==> src/rtl/mux_scan_pkg.sv <==
// Shared types and helpers for the 4:1 mux scan sequencer.
// Latency: n/a (declarations only).
// Backpressure: n/a.
package mux_scan_pkg;

    localparam int NUM_CH = 4;
    localparam int SEL_W  = 2;

    typedef enum logic {
        IDLE = 1'b0,
        HOLD = 1'b1
    } state_t;

    function automatic logic [NUM_CH-1:0] onehot(input logic [SEL_W-1:0] sel);
        logic [NUM_CH-1:0] v;
        v      = '0;
        v[sel] = 1'b1;
        return v;
    endfunction

endpackage

==> src/rtl/mux_scan_sequencer_rr_pick4.sv <==
// Round-robin picker: first requesting channel at or above ptr, wrapping 3->0.
// Latency: combinational.
// Backpressure: none; found=0 when no channel requests.
module rr_pick4
    import mux_scan_pkg::*;
(
    input  logic [NUM_CH-1:0] req,
    input  logic [SEL_W-1:0]  ptr,
    output logic              found,
    output logic [SEL_W-1:0]  idx
);

    logic [SEL_W-1:0] cand;

    // Scan offsets high-to-low so the smallest offset from ptr is the last write and wins.
    always_comb begin
        found = 1'b0;
        idx   = ptr;
        cand  = '0;
        for (int i = NUM_CH - 1; i >= 0; i--) begin
            cand = ptr + SEL_W'(i);
            if (req[cand]) begin
                found = 1'b1;
                idx   = cand;
            end
        end
    end

endmodule

==> src/rtl/mux_scan_sequencer.sv <==
// Round-robin scan of four mux channels: holds S1/S0 for DWELL cycles, then samples y.
// Latency: grant 1 cycle after the arbitration edge; y_valid DWELL+1 cycles after it.
// Backpressure: none; req is only looked at on arbitration edges, a dwell always completes.
module mux_scan_sequencer
    import mux_scan_pkg::*;
#(
    parameter int DWELL = 4,
    parameter int CNT_W = 4
) (
    input  logic              clk,
    input  logic              rst_n,
    input  logic              en,
    input  logic [NUM_CH-1:0] req,
    input  logic              y_in,
    output logic              S1,
    output logic              S0,
    output logic [NUM_CH-1:0] grant,
    output logic              busy,
    output logic              y_q,
    output logic [SEL_W-1:0]  y_ch,
    output logic              y_valid
);

    localparam logic [CNT_W-1:0] CNT_LOAD = CNT_W'(DWELL - 1);

    state_t            state_q, state_d;
    logic [SEL_W-1:0]  ptr_q, ptr_d;
    logic [SEL_W-1:0]  sel_q, sel_d;
    logic [CNT_W-1:0]  cnt_q, cnt_d;
    logic [NUM_CH-1:0] grant_q, grant_d;
    logic              yq_d;
    logic [SEL_W-1:0]  ych_d;
    logic              yvld_d;

    logic              dwell_done;
    logic [SEL_W-1:0]  pick_ptr;
    logic              pick_found;
    logic [SEL_W-1:0]  pick_idx;

    assign dwell_done = (state_q == HOLD) && (cnt_q == '0);

    // At the end of a dwell the picker already sees the advanced pointer,
    // which lets the next grant start without an idle bubble.
    assign pick_ptr = dwell_done ? (sel_q + SEL_W'(1)) : ptr_q;

    rr_pick4 u_pick (
        .req   (req),
        .ptr   (pick_ptr),
        .found (pick_found),
        .idx   (pick_idx)
    );

    always_comb begin
        state_d = state_q;
        ptr_d   = ptr_q;
        sel_d   = sel_q;
        cnt_d   = cnt_q;
        grant_d = grant_q;
        yq_d    = y_q;
        ych_d   = y_ch;
        yvld_d  = 1'b0;

        case (state_q)
            IDLE: begin
                if (en && pick_found) begin
                    state_d = HOLD;
                    sel_d   = pick_idx;
                    grant_d = onehot(pick_idx);
                    cnt_d   = CNT_LOAD;
                end else begin
                    grant_d = '0;
                end
            end
            HOLD: begin
                if (!dwell_done) begin
                    cnt_d = cnt_q - 1'b1;
                end else begin
                    yq_d   = y_in;
                    ych_d  = sel_q;
                    yvld_d = 1'b1;
                    ptr_d  = pick_ptr;
                    if (en && pick_found) begin
                        sel_d   = pick_idx;
                        grant_d = onehot(pick_idx);
                        cnt_d   = CNT_LOAD;
                    end else begin
                        state_d = IDLE;
                        grant_d = '0;
                    end
                end
            end
            default: begin
                state_d = IDLE;
                grant_d = '0;
            end
        endcase
    end

    always_ff @(posedge clk or negedge rst_n) begin
        if (!rst_n) begin
            state_q <= IDLE;
            ptr_q   <= '0;
            sel_q   <= '0;
            cnt_q   <= '0;
            grant_q <= '0;
            y_q     <= 1'b0;
            y_ch    <= '0;
            y_valid <= 1'b0;
        end else begin
            state_q <= state_d;
            ptr_q   <= ptr_d;
            sel_q   <= sel_d;
            cnt_q   <= cnt_d;
            grant_q <= grant_d;
            y_q     <= yq_d;
            y_ch    <= ych_d;
            y_valid <= yvld_d;
        end
    end

    assign S1    = sel_q[1];
    assign S0    = sel_q[0];
    assign grant = grant_q;
    assign busy  = (state_q == HOLD);

endmodule

==> config.mk <==
export PLATFORM = sky130hd
export DESIGN_NAME = mux_scan_sequencer
export DESIGN_NICKNAME = d
export VERILOG_FILES = /design/src/rtl/mux_scan_pkg.sv /design/src/rtl/mux_scan_sequencer_rr_pick4.sv /design/src/rtl/mux_scan_sequencer.sv
export SDC_FILE = /design/constraint.sdc
export NUM_CORES = 1
export LEC_CHECK = 0
export ABC_CLOCK_PERIOD_IN_PS = 2200
export BUFFER_PORTS_ARGS = -buffer_cell sky130_fd_sc_hd__buf_2
export CORE_MARGIN = 2
export CORE_UTILIZATION = 45
export CTS_CLUSTER_SIZE = 24
export DETAILED_ROUTE_END_ITERATION = 10
export GPL_TIMING_DRIVEN = 0
export PLACE_DENSITY = 0.74
export SYNTH_ARGS = -nofsm -noshare
export SYNTH_HDL_FRONTEND = slang
export SYNTH_SLANG_ARGS = --single-unit
==> constraint.sdc <==
create_clock -name clk -period 2.2 [get_ports clk]
set_input_delay 0.44 -clock clk [delete_from_list [all_inputs] [get_ports clk]]
set_output_delay 0.44 -clock clk [all_outputs]
set_load 0.03 [all_outputs]
==> results of run 1 <==
[sequential cells by signal, summed over array words and instances, names as in the netlist]
register  flops
busy          1
cnt_q         4
grant         4
ptr_q         2
sel_q         2
y_ch          2
y_q           1
y_valid       1
[synthesized netlist by cell type, types with 2 or more instances]
master   count  share of area
a21oi_1      2          0.012
a21oi_2      2          0.021
a32o_1       2          0.024
and2_1       2          0.015
dfrtp_1     17           0.51
ha_1         2          0.030
inv_1        6          0.027
mux2_2       5          0.068
nand2_1      6          0.027
nor2_1       5          0.023
o21ai_0      6          0.036
xor2_1       2          0.021
[where the power goes]
group | switching (uW) | internal (uW) | total, uW
clock network | 108 | 67.9 | 176
registers | 105 | 451 | 556
logic | 557 | 499 | 1060
total | 771 | 1020 | 1790
[final cells by class]
class	count	area, um2	share of cell area
multi-input cells	48	414	0.374
clock buffers	3	22.5	0.0203
flip-flops and latches	17	425	0.384
well taps	25	31.3	0.0282
clock inverters	1	5.00	0.00451
plain buffers	2	11.3	0.0102
inverters	7	26.3	0.0237
repair buffers	29	173	0.156
[layer usage]
| metal | vias to the layer above | part of all wire |
|---|---|---|
| met5 | - | 0 |
| met4 | 0 | 0.011 |
| met3 | 4 | 0.048 |
| li1 | 322 | - |
| met2 | 19 | 0.51 |
| met1 | 321 | 0.43 |
[worst max-delay path, delay by kind of cell, from the launching register on]
kind | cells | cell delay [ns]
AO/OA/AOI/OAI | 3 | 0.63
adder cells (fa/ha/maj) | 1 | 0.13
buffers and inverters | 3 | 0.32
flip-flops | 1 | 0.41
multiplexers | 1 | 0.35
AND/OR/NAND/NOR | 1 | 0.17
[logic make-up (layout without fill, tap and decap cells)]
kind of cell,after synthesis,in the layout,synth area share
XOR/XNOR,2,2,0.0211
multiplexers,7,7,0.103
AO/OA/AOI/OAI,20,20,0.192
buffers and inverters,9,42,0.0452
flip-flops,17,17,0.513
adder cells (fa/ha/maj),2,2,0.0302
AND/OR/NAND/NOR,17,17,0.0965
[how the worst min path moves through the flow]
stage,start,endpoint,slack [ns]
5_1_grt,rst_n,y_q,0.06
3_5_place_dp,rst_n,y_q,0.38
4_1_cts,rst_n,y_q,0.05
3_3_place_gp,rst_n,y_q,0.38
6_report,rst_n,y_q,0.03
2_1_floorplan,rst_n,busy,0.14
[metrics by stage]
step	cell area (um2)	util
finish	1110	0.642
global route	1110	0.642
CTS	1030	0.596
detailed placement	951	0.551
global placement	951	0.551
floorplan	830	-
[what timing repair did]
| item | in CTS | in global routing |
|---|---|---|
| hold buffers | 0 | 0 |
| pin swaps | 1 | 1 |
| gates resized for setup | 2 | 7 |
| setup buffers | 4 | 7 |
| setup endpoints to repair | 6 | 6 |
==> impl_results.md, run 1 <==
* Synth Flop Type: dfrtp_1
* Period utilisation layout at 0.965
* Fin. max-slew vios at 0
* Seq/Total Area, Yosys at 0.513
* # clock sinks at 17
* Worst R2R Start: cnt_q[1]
* Share of cells above drive strength 1 at 0.486
* Avg Vias per Cell at roughly 5.0
* Reg2reg path depth at 9
* Final Setup Violations at 0
* GPL Wtd Cong at ~0.8
* Total GRT Usage at 0.169
* Final cell count without fillers at between 100 and 150
* Antenna Nets Post-Route at 0
* Initial antenna violation count at 0
* Most used cell, CP: inv_2
* DP HPWL at about 1100 um
* WP data arrival at ~2.3 ns
* CTS clk-pin slew, worst paths at 0.10 ns
* Largest net degree at the start of global routing at 18
* Worst stage delay on the critical path at slightly above 0.4 ns
* Run status: completed
* Syn Area/Cell at between 10 and 15 um2
* Io pins at 19
* Initial core utilization at 0.480
* CP startpoint kind: flop
* Hold Vio Cnt, Final at 0
* DIE WIDTH at about 47 um
* Setup TNS Final at 0 ns
* Wire per inst at 13.2 um
* MaxCap Viol Count at 0
* Slowest-stage cell, CP: dfrtp_1
* Max clock buf depth at 2
* DRT Wirelength at 1740 um
* Pre-CTS setup slack at -0.144 ns
* GR Layer Usage met1 at 0.208
* Synthesized area at approximately 830 um2
* Peak VDD IR at about 0.00096 V
* Min Clock Period, post-route at 2.12 ns
* Remaining Overflow, GRT at 0
* Warnings from Yosys at 0
* Mapped Nets at 84
* # fillers at ~160
* RSZ-0062 raised after global routing: yes
* Final worst setup slack at 0.0774 ns
* Wire length of the first global-routing pass at around 2600 um
* Total CTS buffers at 3
* Critical Path End: grant[1]
* PD cells at roughly 1600 mW/mm2
* Worst path cell trace: inv_2 -> ha_4 -> nor4bb_4 -> buf_4 -> mux2_4 -> o2bb2a_4 -> a2bb2oi_4 -> inv_2 -> a32o_1
* Path type of the worst min-delay path: input pin to async pin
* Fmax at approximately 0.47 GHz
* Max_slew headroom at 0.737
* Static Leak at 0.000536 uW
* Placed Instances at about 120
* Core area at 0.00173 mm2
* PortBufs at 18
* Via count at roughly 670
* Crit path capture type: flop
* Die area at around 0.0022 mm2
* Capture point of the worst reg-to-reg path: grant[1]
* Pre-antenna DRT Iters at 4
* # rows at 15
* Pwr Total at around 1800 uW
* Clock Latency Late Sink at about 0.30 ns
* Critical Path RT at around 2.4 ns
* Global Route met2 Usage at 0.296
* Most common cell after layout, fill and taps aside: buf_2
* DRC at 0
* H-tree levels at 1
* Area Overhead vs Synth at 33.6%
* Worst-case clock skew at ~0.0011 ns
* Post-synth ARST share at 1.00
* Post-synthesis cell type count at 29
* TritonCTS clock tree: built
* N_diodes at 0
* Die Y at roughly 47 um
* Worst Tran Pin Value at 0.395 ns
* Starting DRT DRC Count at 14
* Setup slack, reg-to-reg at 0.08 ns
* Hold_ws at between 0.03 and 0.04 ns
* Setup CP Type: flop to flop
* Nets@finish at 118
* M3 GR Usage at 0.0385
* Mapped Cells at between 70 and 80
* GR peak layer: met2
* Root buffer cell: clkbuf_4
* Post-synth EDFFs at 0
* Vias in the first global route at 609
* Start point of the critical path: cnt_q[1]
* Crit Path Max Fanout at 7
* Synthesis-stage register bit count at 17
* Most frequent cells in the layout: buf_2 (18), dfrtp_1 (17), buf_4 (12)
(Power assumes the default switching activity.)
==> inputs of run 2 (changes only) <==
Settings changed: ABC_CLOCK_PERIOD_IN_PS 2200 to 2600, BUFFER_PORTS_ARGS -buffer_cell sky130_fd_sc_hd__buf_2 to not set, DONT_BUFFER_PORTS set to 1, PLACE_DENSITY 0.74 to 0.63.
Clock period 2.2 ns to 2.6 ns, I/O delays scaled along.
==> run 2 against run 1 <==
Core utilization fell by 12 points. Sequential share of layout area rose by 8.6 points. Clock skew barely moved. Sequential power rose by 10%. Highest routed layer unchanged. Largest power group is now sequential cells. Clock-buffer cell count rose by 1. Critical path depth did not move. Non-clock buffer count fell by 28.
==> impl_results.md, run 2 (synthesis gave the netlist of run 1 again) <==
* Setup Buffers After CTS at 0
* GR peak layer: met2
* Hold Vio Cnt, Final at 0
* Run status: completed
* Wire length of the first global-routing pass at about 2200 um
* GPL Wtd Cong at ~0.77
* Crit Path Max Fanout at 7
* RSZ-0062 raised after global routing: no
* DRT Wirelength at 1400 um
* N_diodes at 0
* Peak VDD IR at about 0.00063 V
* Placed Instances at 99
* Total GRT Usage at 0.153
* Vias in the first global route at between 500 and 600
* Fin. max-slew vios at 0
* # clock sinks at 17
* Max clock buf depth at 2
* CP startpoint kind: flop
* Static Leak at between 0.0003 and 0.0004 uW
* MaxCap Viol Count at 0
* Initial antenna violation count at 0
* Largest net degree at the start of global routing at 18
* Global Route met2 Usage at 0.230
* Min Clock Period, post-route at roughly 2.3 ns
* Setup CP Type: flop to flop
* Setup TNS Final at 0 ns
* Pre-CTS setup slack at about 0.25 ns
* Critical Path RT at between 2 and 3 ns
* Root buffer cell: clkbuf_4
* Initial core utilization at 0.480
* Final cell count without fillers at 104
* Final worst setup slack at 0.281 ns
* Hold path depth at 1
* Io pins at 19
* DP HPWL at a little over 1000 um
* DRC at 0
* Clock Latency Late Sink at roughly 0.28 ns
* PD cells at 1340 mW/mm2
* M3 GR Usage at 0.0808
* Remaining Overflow, GRT at 0
* DIE WIDTH at approximately 47 um
* Die area at approximately 0.0022 mm2
* Core area at ~0.0017 mm2
* PortBufs at 0
* # rows at 15
* Path type of the worst min-delay path: input pin to flop
* Crit path capture type: flop
* Worst Tran Pin Value at ~0.74 ns
* H-tree levels at 1
* Hold_ws at 0.382 ns
* Starting DRT DRC Count at 6
* TritonCTS clock tree: built
* Share of cells above drive strength 1 at 0.228
* GR Layer Usage met1 at 0.190
* Final Setup Violations at 0
* Avg Vias per Cell at between 5 and 6
* Most frequent cells in the layout: dfrtp_1 (17), inv_1 (6), nand2_1 (6), o21ai_0 (6)
* Antenna Nets Post-Route at 0
* Area Overhead vs Synth at 9.20%
* Max_slew headroom at 0.506
* Die Y at 46.9 um
* WP data arrival at between 2 and 3 ns
* CTS clk-pin slew, worst paths at roughly 0.090 ns
* Total CTS buffers at 3
* Reg2reg path depth at 9
* Nets@finish at 90
* Pre-antenna DRT Iters at 4
* Fmax at 0.431 GHz
* Period utilisation layout at 0.892
* Worst-case clock skew at 0.00164 ns
* Via count at 545
* Most common cell after layout, fill and taps aside: dfrtp_1
* Wire per inst at between 10 and 15 um
## run 2: cell count changes in the layout (fill, tap and decap cells not counted), moves of 2 or more
cell   change
buf_2     -18
buf_4     -11
inv_1      +2
inv_2      -2
## run 2: cell type report
type,count,area [um2]
fillers,169,821
flip-flops and latches,17,425
multi-input cells,48,375
well taps,25,31.3
clock buffers,4,26.3
inverters,7,26.3
plain buffers,2,11.3
repair buffers,1,10.0
## run 2: stage by stage
step	instance area (um2)	total power [uW]	utilization
after global placement	861	1050	0.499
final	906	1220	0.525
after detailed placement	861	1070	0.499
after global routing	906	1330	0.525
after floorplan	830	979	-
after CTS	897	1220	0.520
## run 2: critical path: stages, from the launching register on
cell and delay [ns]:
dfrtp_1 0.42, inv_1 0.09, ha_1 0.17, nor4bb_1 0.27, buf_4 0.21, mux2_4 0.36
o2bb2a_4 0.21, a2bb2oi_2 0.22, inv_2 0.06, a32o_1 0.21
## run 2: path summary, 6_finish.rpt
| path | from | to | slack, ns |
|---|---|---|---|
| setup / recovery | cnt_q[0] | grant[1] | 0.28 |
| hold / removal | y_in | y_q | 0.38 |
| setup reg to reg | cnt_q[0] | grant[1] | 0.28 |
| hold reg to reg | cnt_q[0] | cnt_q[0] | 0.51 |
| max in group asynchronous | rst_n | ptr_q[1] | 1.41 |
| min in group asynchronous | rst_n | busy | 0.73 |
## run 2: timing repair
| action | 4_1_cts | 5_1_grt |
|---|---|---|
| resized for setup | 0 | 1 |
| endpoints found under the setup margin | 0 | 3 |
| hold buffers | 1 | 0 |
| endpoints found under the hold margin | 17 | 0 |
## run 2: metal layers
layer | vias up | wire length [um]
met5 | - | 0
met4 | 0 | 13
met3 | 2 | 96
met2 | 16 | 617
met1 | 256 | 675
li1 | 271 | -
## run 2: power breakdown
part | total, uW | switching [uW] | internal (uW)
Sequential | 613 | 232 | 381
Combinational | 465 | 235 | 230
Clock | 138 | 78.1 | 59.6
==> inputs of run 3 (changes only) <==
Settings changed: CORE_UTILIZATION 45 to 50, PLACE_DENSITY 0.63 to 0.68.
==> run 3 against run 2 <==
Largest power group unchanged. Die area decreased by 9.2%. Worst setup slack got worse by 0.018 ns. Hold slack got worse by 0.0027 ns.
==> impl_results.md, run 3 (synthesis gave the netlist of run 1 again) <==
* Run status: completed
* FF+latch area at between 400 and 500 um2
* DRC at 0
* Avg Vias per Cell at 5.71
* # rows at 14
* Path type of the worst min-delay path: input pin to flop
* Most common cell after layout, fill and taps aside: dfrtp_1
* Pre-CTS setup slack at between 0.2 and 0.3 ns
* Io pins at 19
* Worst R2R Start: cnt_q[0]
* MaxCap Viol Count at 0
* Max_slew headroom at 0.514
* # resized after CTS at 0
* Crit path capture type: flop
* Worst Tran Pin Value at 0.726 ns
* Core area at about 0.0015 mm2
* Max clock buf depth at 2
* Most frequent cells in the layout: dfrtp_1 (17), inv_1 (6), nand2_1 (6), o21ai_0 (6)
* Pre-antenna DRT Iters at 4
* CP startpoint kind: flop
* Final worst setup slack at 0.263 ns
* TritonCTS clock tree: built
* Area post-placement at ~850 um2
* Multi-input combinational cell area at about 370 um2
* Hold Vio Cnt, Final at 0
* Critical Path End: sel_q[0]
* Starting DRT DRC Count at 4
* RSZ-0062 raised after global routing: no
* Total CTS buffers at 3
* Min Clock Period, post-route at 2.34 ns
* Area Overhead vs Synth at 6.79%
* Period utilisation layout at 0.899
* Share of cells above drive strength 1 at 0.228
* # fillers at roughly 130
* Start point of the critical path: cnt_q[0]
* CTS clk-pin slew, worst paths at roughly 0.09 ns
* DRT Wirelength at about 1400 um
* Reg2reg path depth at 9
* Setup CP Type: flop to flop
* Critical Path RT at roughly 2.8 ns
* Wire length of the first global-routing pass at 2220 um
* Capture point of the worst reg-to-reg path: sel_q[0]
* DP HPWL at ~1000 um
* Setup slack, reg-to-reg at roughly 0.26 ns
* Remaining Overflow, GRT at 0
* Largest net degree at the start of global routing at 18
* Initial core utilization at 0.544
* Antenna Nets Post-Route at 0
* Final Core Density at 0.581
* # clock sinks at 17
* Vias in the first global route at between 500 and 600
* Peak VDD IR at roughly 0.00055 V
* Static Leak at approximately 0.0004 uW
* Worst stage delay on the critical path at roughly 0.42 ns
* PortBufs at 0
* Nets@finish at 90
* Slowest-stage cell, CP: dfrtp_1
* Worst-case clock skew at 0.00400 ns
* GPL Wtd Cong at approximately 0.7
* Worst path cell trace: inv_1 -> ha_1 -> nor4bb_1 -> buf_4 -> mux2i_2 -> a21boi_0 -> o21ai_1 -> nor2_2 -> mux2_2
* Total GRT Usage at 0.159
* H-tree levels at 1
* Fmax at approximately 0.43 GHz
* N_diodes at 0
* Root buffer cell: clkbuf_4
* Final Setup Violations at 0
* WP data arrival at about 2.5 ns
* Initial antenna violation count at 0
* Crit Path Max Fanout at 6
* Via count at 542
* Fin. max-slew vios at 0
* Die area at about 0.0020 mm2
* DIE WIDTH at around 45 um
* Wire per inst at ~14 um
* Setup TNS Final at 0 ns
* Clock Latency Late Sink at between 0.2 and 0.3 ns
* PD cells at ~1400 mW/mm2
* Die Y at roughly 45 um
* Fin area at a little under 900 um2
[run 3: metrics by stage]
step | hold slack [ns] | instances | total power [uW]
global placement | 0.225 | 90 | 1050
global route | 0.362 | 95 | 1300
detailed placement | 0.225 | 90 | 1060
floorplan | 0.224 | 74 | 979
finish | 0.380 | 95 | 1200
CTS | 0.369 | 95 | 1220
[run 3: area by class of cell]
class | instances | share of cell area
Multi-Input combinational cell | 48 | 0.414
Timing Repair Buffer | 1 | 0.0113
Buffer | 2 | 0.0127
Sequential cell | 17 | 0.480
Tap cell | 16 | 0.0226
Inverter | 7 | 0.0297
Clock buffer | 4 | 0.0297
[run 3: where the power goes]
group / switching (uW) / internal [uW]
sequential: 229 / 380
clock: 80.0 / 59.7
combinational: 232 / 221
total: 542 / 661
[run 3: what timing repair did]
action                                 CTS  global route
hold buffers                             1             0
buffers inserted                         0             0
endpoints found under the hold margin   17             0
[run 3: how the worst min path moves through the flow]
stage               slack, ns  endpoint  startpoint  cells after the start
CTS                      0.37       y_q        y_in                      1
floorplan                0.22      busy       rst_n                      0
global placement         0.22       y_q       rst_n                      0
finish                   0.38       y_q        y_in                      1
detailed placement       0.22   y_valid       rst_n                      0
global route             0.36       y_q        y_in                      1
[run 3: per-layer routing]
layer,part of all wire,vias to the layer above,routed length (um),GRT usage
li1,-,267,-,-
met2,0.43,18,592,0.229
met4,0.016,0,22,0.0909
met3,0.062,2,84,0.0480
met1,0.49,255,662,0.212
met5,0,-,0,0
[run 3: critical path: cells and delay by family, from the launching register on]
family | cells | cell delay (ns)
AND/OR/NAND/NOR | 2 | 0.33
AO/OA/AOI/OAI | 2 | 0.38
flip-flops | 1 | 0.42
adder cells (fa/ha/maj) | 1 | 0.16
buffers and inverters | 2 | 0.29
multiplexers | 2 | 0.66
